<file path="src/rtl/rotor_chain.sv">
// Rotor substitution chain: characters pass through NR configurable rotors,
// one rotor per cycle, with odometer-style position stepping after each result.
//
// state  | meaning
// S_IDLE | ready; accepts set (config write) or valid (character request)
// S_MAP  | one rotor applied per cycle, stage counter k_q = 0..NR-1
// S_DONE | one-cycle result strobe; positions step on exit when no error
module rotor_chain #(
  parameter int NR = 3,
  parameter int ALPHA = 26,
  parameter int CW = 8,
  parameter int BASE = 65,
  localparam int PW = $clog2(ALPHA),
  localparam int IW = (NR > 1) ? $clog2(NR) : 1
) (
  input  logic                clk,
  input  logic                reset_n,
  input  logic                set,
  input  logic [IW-1:0]       cfg_idx,
  input  logic [ALPHA*PW-1:0] cfg_wiring,
  input  logic [PW-1:0]       cfg_pos,
  input  logic [PW-1:0]       cfg_notch,
  input  logic                valid,
  input  logic                dec,
  input  logic [CW-1:0]       din,
  output logic                ready,
  output logic                done,
  output logic                err,
  output logic [CW-1:0]       dout
);

  typedef enum logic [1:0] {S_IDLE, S_MAP, S_DONE} state_t;

  localparam logic [PW:0] ALPHA_X = (PW+1)'(ALPHA);

  state_t          state_q, state_d;
  logic [IW-1:0]   k_q, k_d;
  logic [PW-1:0]   c_q, c_d;
  logic            dec_q, dec_d;
  logic            done_q, done_d;
  logic            err_q, err_d;
  logic [CW-1:0]   dout_q, dout_d;
  logic [PW-1:0]   wiring_q [NR][ALPHA];
  logic [PW-1:0]   wiring_d [NR][ALPHA];
  logic [PW-1:0]   pos_q [NR];
  logic [PW-1:0]   pos_d [NR];
  logic [PW-1:0]   notch_q [NR];
  logic [PW-1:0]   notch_d [NR];

  logic [IW-1:0]   rot;
  logic [PW-1:0]   p_cur, a_idx, w_val, enc_c, dec_c, stage_c, j_hit;
  logic            found, carry;

  // Both helpers rely on operands already being reduced below ALPHA.
  function automatic logic [PW-1:0] mod_add(input logic [PW-1:0] x, input logic [PW-1:0] y);
    logic [PW:0] s;
    s = {1'b0, x} + {1'b0, y};
    if (s >= ALPHA_X) s = s - ALPHA_X;
    return s[PW-1:0];
  endfunction

  function automatic logic [PW-1:0] mod_sub(input logic [PW-1:0] x, input logic [PW-1:0] y);
    logic [PW:0] s;
    s = {1'b0, x} - {1'b0, y};
    if (x < y) s = s + ALPHA_X;
    return s[PW-1:0];
  endfunction

  always_comb begin
    state_d  = state_q;
    k_d      = k_q;
    c_d      = c_q;
    dec_d    = dec_q;
    done_d   = 1'b0;
    err_d    = 1'b0;
    dout_d   = dout_q;
    wiring_d = wiring_q;
    pos_d    = pos_q;
    notch_d  = notch_q;
    carry    = 1'b0;

    // Decode walks the chain backwards through the inverse wirings.
    rot     = dec_q ? (IW'(NR-1) - k_q) : k_q;
    p_cur   = pos_q[rot];
    a_idx   = mod_add(c_q, p_cur);
    w_val   = wiring_q[rot][a_idx];
    enc_c   = mod_sub(w_val, p_cur);
    found   = 1'b0;
    j_hit   = '0;
    for (int j = ALPHA-1; j >= 0; j--) begin
      if (wiring_q[rot][j] == a_idx) begin
        found = 1'b1;
        j_hit = PW'(j);
      end
    end
    dec_c   = found ? mod_sub(j_hit, p_cur) : c_q;
    stage_c = dec_q ? dec_c : enc_c;

    case (state_q)
      S_IDLE: begin
        if (set) begin
          if (int'(cfg_idx) < NR) begin
            for (int j = 0; j < ALPHA; j++) wiring_d[cfg_idx][j] = cfg_wiring[j*PW +: PW];
            pos_d[cfg_idx]   = cfg_pos;
            notch_d[cfg_idx] = cfg_notch;
          end
        end else if (valid) begin
          dec_d = dec;
          c_d   = PW'(int'(din) - BASE);
          if (int'(din) < BASE || int'(din) >= BASE + ALPHA) begin
            state_d = S_DONE;
            done_d  = 1'b1;
            err_d   = 1'b1;
            dout_d  = din;
          end else begin
            state_d = S_MAP;
            k_d     = '0;
          end
        end
      end
      S_MAP: begin
        c_d = stage_c;
        if (k_q == IW'(NR-1)) begin
          state_d = S_DONE;
          done_d  = 1'b1;
          dout_d  = CW'(int'(stage_c) + BASE);
        end else begin
          k_d = k_q + 1'b1;
        end
      end
      S_DONE: begin
        state_d = S_IDLE;
        if (!err_q) begin
          // Odometer carry, judged on each rotor's pre-step position.
          carry = 1'b1;
          for (int r = 0; r < NR; r++) begin
            if (carry) begin
              pos_d[r] = mod_add(pos_q[r], PW'(1));
              carry    = (pos_q[r] == notch_q[r]);
            end
          end
        end
      end
      default: state_d = S_IDLE;
    endcase
  end

  always_ff @(posedge clk or negedge reset_n) begin
    if (!reset_n) begin
      state_q <= S_IDLE;
      k_q     <= '0;
      c_q     <= '0;
      dec_q   <= 1'b0;
      done_q  <= 1'b0;
      err_q   <= 1'b0;
      dout_q  <= '0;
      for (int r = 0; r < NR; r++) begin
        for (int j = 0; j < ALPHA; j++) wiring_q[r][j] <= PW'(j);
        pos_q[r]   <= '0;
        notch_q[r] <= PW'(ALPHA-1);
      end
    end else begin
      state_q  <= state_d;
      k_q      <= k_d;
      c_q      <= c_d;
      dec_q    <= dec_d;
      done_q   <= done_d;
      err_q    <= err_d;
      dout_q   <= dout_d;
      wiring_q <= wiring_d;
      pos_q    <= pos_d;
      notch_q  <= notch_d;
    end
  end

  assign ready = (state_q == S_IDLE);
  assign done  = done_q;
  assign err   = err_q;
  assign dout  = dout_q;

endmodule
</file>
<file path="config.mk">
export PLATFORM = sky130hd
export DESIGN_NAME = rotor_chain
export DESIGN_NICKNAME = d
export VERILOG_FILES = /design/src/rtl/rotor_chain.sv
export SDC_FILE = /design/constraint.sdc
export NUM_CORES = 1
export LEC_CHECK = 0
export CAP_MARGIN = 25
export CORE_ASPECT_RATIO = 1.5
export CORE_UTILIZATION = 56
export CTS_CLUSTER_SIZE = 28
export DETAILED_ROUTE_END_ITERATION = 12
export PLACE_DENSITY_LB_ADDON = 0.3
export SETUP_SLACK_MARGIN = 0.05
export SYNTH_ARGS = -nofsm -noshare
export SYNTH_HDL_FRONTEND = slang
export SYNTH_SLANG_ARGS = --single-unit
</file>
<file path="constraint.sdc">
create_clock -name clk -period 12.48 [get_ports clk]
set_input_delay 2.496 -clock clk [delete_from_list [all_inputs] [get_ports clk]]
set_output_delay 2.496 -clock clk [all_outputs]
set_load 0.03 [all_outputs]
</file>
==> results of run 1 <==
worst max-delay path: cells and delay by family, from the launching register on:
kind | cells | cell delay [ps]
XOR/XNOR | 2 | 410
AO/OA/AOI/OAI | 11 | 2910
buffers and inverters | 4 | 1450
flip-flops | 1 | 430
multiplexers | 2 | 440
adder cells (fa/ha/maj) | 6 | 2510
AND/OR/NAND/NOR | 6 | 1140
logic make-up after synthesis:
| logic type | synth area share |
|---|---|
| AND/OR/NAND/NOR | 0.101 |
| AO/OA/AOI/OAI | 0.127 |
| adder cells (fa/ha/maj) | 0.0182 |
| buffers and inverters | 0.0397 |
| XOR/XNOR | 0.0520 |
| flip-flops | 0.438 |
| multiplexers | 0.224 |
registers in the layout (all words and copies together), names as in the netlist:
register / flops
c_q: 5
dec_q: 1
done: 1
dout: 8
err: 1
k_q: 2
notch_q: 10
pos_q: 15
state_q: 2
wiring_q: 390
final timing paths:
check | start | end | slack (ps) | cells after the start
worst max register to register | k_q[0] | dout[4] | 2910 | 31
max in group asynchronous | reset_n | wiring_q[304] | 8470 | 4
worst min-delay path | dout[7] | dout[7] | 490 | 2
worst max-delay path | k_q[0] | dout[4] | 2910 | 31
min in group asynchronous | reset_n | err | 1990 | 1
worst min register to register | dout[7] | dout[7] | 490 | 2
metal layers:
layer	global-route usage	part of all wire	up-vias
li1	-	-	8622
met1	0.373	0.39	9691
met2	0.537	0.52	556
met3	0.0354	0.041	161
met4	0.139	0.048	0
met5	0	0	-
synth_stat cells, drive strengths merged (5+ instances only):
cell type	instances	area, sq um
xnor2	111	995
a22oi	9	67.6
mux2i	43	443
a31oi	114	753
nor3	26	135
a31o	5	43.8
o31ai	8	60.1
mux4	26	586
nor2b	7	43.8
nor2	78	308
dfstp	177	4650
or3	13	96.3
and3	14	87.6
o211ai	13	103
o311ai	5	51.3
nor4	7	43.8
ha	32	400
mux2	413	4660
a311oi	10	93.8
nand2	271	1040
nand2b	13	81.3
o221ai	8	70.1
a211oi	19	148
inv	31	116
dfrtp	258	6460
buf	82	564
o21ai	83	423
xor2	36	323
a21oi	171	856
nand3	60	305
a211o	7	61.3
nand4	23	163
a21o	14	105
clkbuf	85	319
area by class of cell:
| cell class | instances | area [sq um] | area share |
|---|---|---|---|
| clock buffer | 69 | 1240 | 0.0435 |
| timing repair buffer | 193 | 2000 | 0.0697 |
| clock inverter | 8 | 118 | 0.00411 |
| inverter | 33 | 129 | 0.00450 |
| tap | 582 | 728 | 0.0254 |
| multi-input combinational | 1700 | 13300 | 0.465 |
| sequential | 435 | 11100 | 0.388 |
through the flow:
step,util,std cells,instance area (sq um)
2_1_floorplan,-,2335,25400
3_3_place_gp,0.607,2936,27100
3_5_place_dp,0.609,2940,27200
4_1_cts,0.639,3017,28600
5_1_grt,0.641,3020,28600
6_report,0.641,3020,28600
==> results.cfg, run 1 <==
[status]
outcome = finished, final reports clean

[cts]
cts_inserted_buffers = 43
post_cts.repair.setup_buffers = 0
clkLatencyLatePin_ps = 560
ctsRootBufferMaster = sky130_fd_sc_hd__clkbuf_16
tritoncts_num_sinks = 435
cts-root-to-sink-buffers = 3
tritoncts = built
cts-resized-gates = 0
clock_tree.htree_level_count = 2
ctsHoldBuffers = 0
worst_setup_hold_path_clk_slew_ps = 60

[detailed_routing]
drt.antenna.violating_nets = 0
remaining_drc_errors = 0
drt-pass1-iter-count = 7
drt-wirelength-per-cell_um = 23.2
drt-vias-per-instance = 6.30
wl_um = 70100
drt_iter0_drc = 1488
vias = 19030

[placement]
place.gp.congestion = 0.954
placement.setup.worst_slack_ps = 3100
detailedPlacementHpwl_um = 49100
port_buffers = 165

[global_routing]
first_pass_grt_wire_length_um = 110000
grt_util_all_layers = 0.306
grt_pass1_vias = 19306
grt_remaining_overflow = 0
maximum_number_of_pins_on_one_net_before_global_route_repair = 181
antenna_found_initial = 0

[synth]
async_flop_share = 1.00
dominantRegCellSynth = sky130_fd_sc_hd__dfrtp_1
number_of_flops_mapped_to_enable_cells_by_yosys = 0
synthesis.nets = 2525
avgSynthCellArea_sq_um = 10.9
synthesis.area_sq_um = 25400
ys_warn_count = 0
seq_area_frac_synth = 0.438
synth_cell_type_count = 104
ys_ff_latch = 435
postSynthCellCount = 2335

[critical_path]
worst_path_largest_cell_delay_ps = 920
critical_path_arrival_ps = 10050
startpoint_type = register
setup.worst_path.class = register to register
worstSetupEndpointType = register
crit_path_top_delay_cell = sky130_fd_sc_hd__fa_1
critical_path_peak_fanout = 167
critical-path-top-cell-by-count = sky130_fd_sc_hd__ha_1
worstPathRequired_ps = 12960

[die]
fp.coreArea_sq_um = 44700
die_area_sq_um = 46200
die_width_um = 176
starting_density = 0.567
dieHeight_um = 263
rows = 95
num_io_pins = 166

[timing]
period_share = 0.767
max_slew_margin = 0.296
period_minus_slack_ps = 9570
setup_repair_after_global_routing_missed_its_margin = no
timing.final.hold_violations = 0
timing.setup.tns_ps = 0
timing_max_transition_violations_final = 0
timing_worst_slew_pin_value_ps = 1040
whs_ps = 487
skew_ps = 18.6
maxClockFrequency_mhz = 105
setup_slack_ps = 2910
finalSetupViolCount = 0

[worst_hold_path]
hold_class = register to register

[layout]
count_of_filler_cells_inserted_in_the_layout = 3545
area_growth_pct = 12.9
most_frequent_cells_in_the_layout = sky130_fd_sc_hd__mux2_2, sky130_fd_sc_hd__nand2_1, sky130_fd_sc_hd__dfrtp_1
final_layout_size_suffix_gt1_frac = 0.313
insertedDiodeCount = 0
final_common_cell = sky130_fd_sc_hd__mux2_2
final_nets = 2596

[job]
cap_violations = 0
Power of run 1 is left out: the tool's default activity adds up to more than one toggle a clock period on the data nets, which glitch-free logic cannot reach.
==> run 2, diff against run 1 <==
--- a/config.mk
+++ b/config.mk
@@ -7,7 +7,7 @@
 export LEC_CHECK = 0
 export CAP_MARGIN = 25
 export CORE_ASPECT_RATIO = 1.5
-export CORE_UTILIZATION = 56
+export CORE_UTILIZATION = 54
 export CTS_CLUSTER_SIZE = 28
 export DETAILED_ROUTE_END_ITERATION = 12
 export PLACE_DENSITY_LB_ADDON = 0.3
==> constraint.sdc (replaced) <==
create_clock -name clk -period 8.7 [get_ports clk]
set_input_delay 1.74 -clock clk [delete_from_list [all_inputs] [get_ports clk]]
set_output_delay 1.74 -clock clk [all_outputs]
set_load 0.03 [all_outputs]
==> results.cfg, run 2 (synthesis gave the netlist of run 1 again) <==
[cts]
ctsRootBufferMaster = sky130_fd_sc_hd__clkbuf_16
clkLatencyLatePin_ps = 560
clock_tree.htree_level_count = 2
ctsHoldBuffers = 0
worst_setup_hold_path_clk_slew_ps = 60
tritoncts = built
tritoncts_num_sinks = 435
cts-root-to-sink-buffers = 3
cts_inserted_buffers = 43

[global_routing]
grt_util_all_layers = 0.302
grt_pass1_vias = 19254
first_pass_grt_wire_length_um = 110000
antenna_found_initial = 0
grt_remaining_overflow = 0
maximum_number_of_pins_on_one_net_before_global_route_repair = 192

[layout]
top_register = wiring_q
top_regs = wiring_q x390, pos_q x15, notch_q x10
insertedDiodeCount = 0
area_growth_pct = 13.8
count_of_filler_cells_inserted_in_the_layout = 3679
final_common_cell = sky130_fd_sc_hd__mux2_2
largest_register_ff_count = 390
final_nets = 2615
final_layout_size_suffix_gt1_frac = 0.327
most_frequent_cells_in_the_layout = sky130_fd_sc_hd__mux2_2, sky130_fd_sc_hd__nand2_1, sky130_fd_sc_hd__dfrtp_1

[timing]
setup_repair_after_global_routing_missed_its_margin = no
skew_ps = 10.2
timing.final.hold_violations = 0
timing_max_transition_violations_final = 0
period_share = 0.949
maxClockFrequency_mhz = 121
period_minus_slack_ps = 8260
finalSetupViolCount = 0
timing_worst_slew_pin_value_ps = 1120
timing.setup.tns_ps = 0
max_slew_margin = 0.245

[detailed_routing]
drt_iter0_drc = 1392
wl_um = 71500
drt.antenna.violating_nets = 0
drt-vias-per-instance = 6.25
vias = 19039
remaining_drc_errors = 0
drt-pass1-iter-count = 8
drt-wirelength-per-cell_um = 23.5

[critical_path]
crit_path_top_delay_cell = sky130_fd_sc_hd__or4b_4
worstSetupEndpointType = register
reg2reg_depth = 31
cp-endpoint = dout[5]
worst_path_largest_cell_delay_ps = 580
setup.worst_path.class = register to register
critical_path_peak_fanout = 37
worst_r2r_startpoint = k_q[0]
worstPathRequired_ps = 9170
reg2reg_setup_slack_ps = 440
timing.critical_path.buf_inv = 3
startpoint_type = register
critPathTopFamily = compound AO/OA/AOI/OAI gates
worst_setup_path_startpoint = k_q[0]
critical_path_arrival_ps = 8730
reg2reg_to = dout[5]
worstSetupPathDepth = 31

[die]
rows = 96
fp.coreArea_sq_um = 46000
dieHeight_um = 267
num_io_pins = 166
die_area_sq_um = 47900
starting_density = 0.551
die_width_um = 179

[placement]
place.gp.congestion = 0.973
port_buffers = 165
detailedPlacementHpwl_um = 50100

[status]
outcome = finished, final reports clean

[job]
cap_violations = 0

[worst_hold_path]
hold_class = register to register
run 2: changes by cell type in the layout (fill, tap and decap cells not counted), sizes merged:
| cell | change |
|---|---|
| clkinv | +5 |
| inv | +4 |
| buf | +19 |
| bufinv | +1 |
| clkinvlp | -1 |
| clkbuf | -6 |
run 2: cell type report:
cell class	count	area, sq um	share of cell area
clock buffers	63	1270	0.0441
clock inverters	17	186	0.00646
inverters	33	133	0.00460
multi-input cells	1700	13400	0.463
flip-flops and latches	435	11100	0.385
well taps	588	736	0.0255
repair buffers	212	2060	0.0713
run 2: per-layer routing:
layer,track usage,routed length (um)
met3,0.0379,3340
met1,0.367,28100
met5,0,0
met2,0.521,36500
met4,0.149,3610
run 2: repair_timing:
action,4_1_cts,5_1_grt
gates resized for setup,0,4
setup endpoints to repair,0,8
setup buffers,0,4
endpoints found under the hold margin,0,0
run 2: stage by stage:
| stage | instance area (sq um) | util | hold slack [ps] | instances | setup slack, ps |
|---|---|---|---|---|---|
| final | 28900 | 0.627 | 477 | 3048 | 441 |
| after global routing | 28900 | 0.627 | 512 | 3048 | 75.0 |
| after CTS | 28800 | 0.626 | 484 | 3044 | 314 |
| after detailed placement | 27400 | 0.595 | 473 | 2964 | 394 |
| after global placement | 27300 | 0.594 | 469 | 2963 | 399 |
| after floorplan | 25400 | - | 477 | 2335 | 87.3 |
run 2: worst min-delay path by stage:
stage | from | end | slack, ps | cells after the start
final | dout[7] | dout[7] | 480 | 2
after global routing | wiring_q[126] | wiring_q[126] | 510 | 1
after CTS | dout[7] | dout[7] | 480 | 2
after detailed placement | dout[7] | dout[7] | 470 | 2
after global placement | dout[7] | dout[7] | 470 | 2
after floorplan | c_q[4] | c_q[4] | 480 | 2
run 2: tightest hold or removal path, cell delays in order, from the launching register on:
cell and delay [ps]:
sky130_fd_sc_hd__dfrtp_1 340, sky130_fd_sc_hd__nand2_1 40, sky130_fd_sc_hd__o21ai_0 60
Power of run 2 is left out for the same reason.
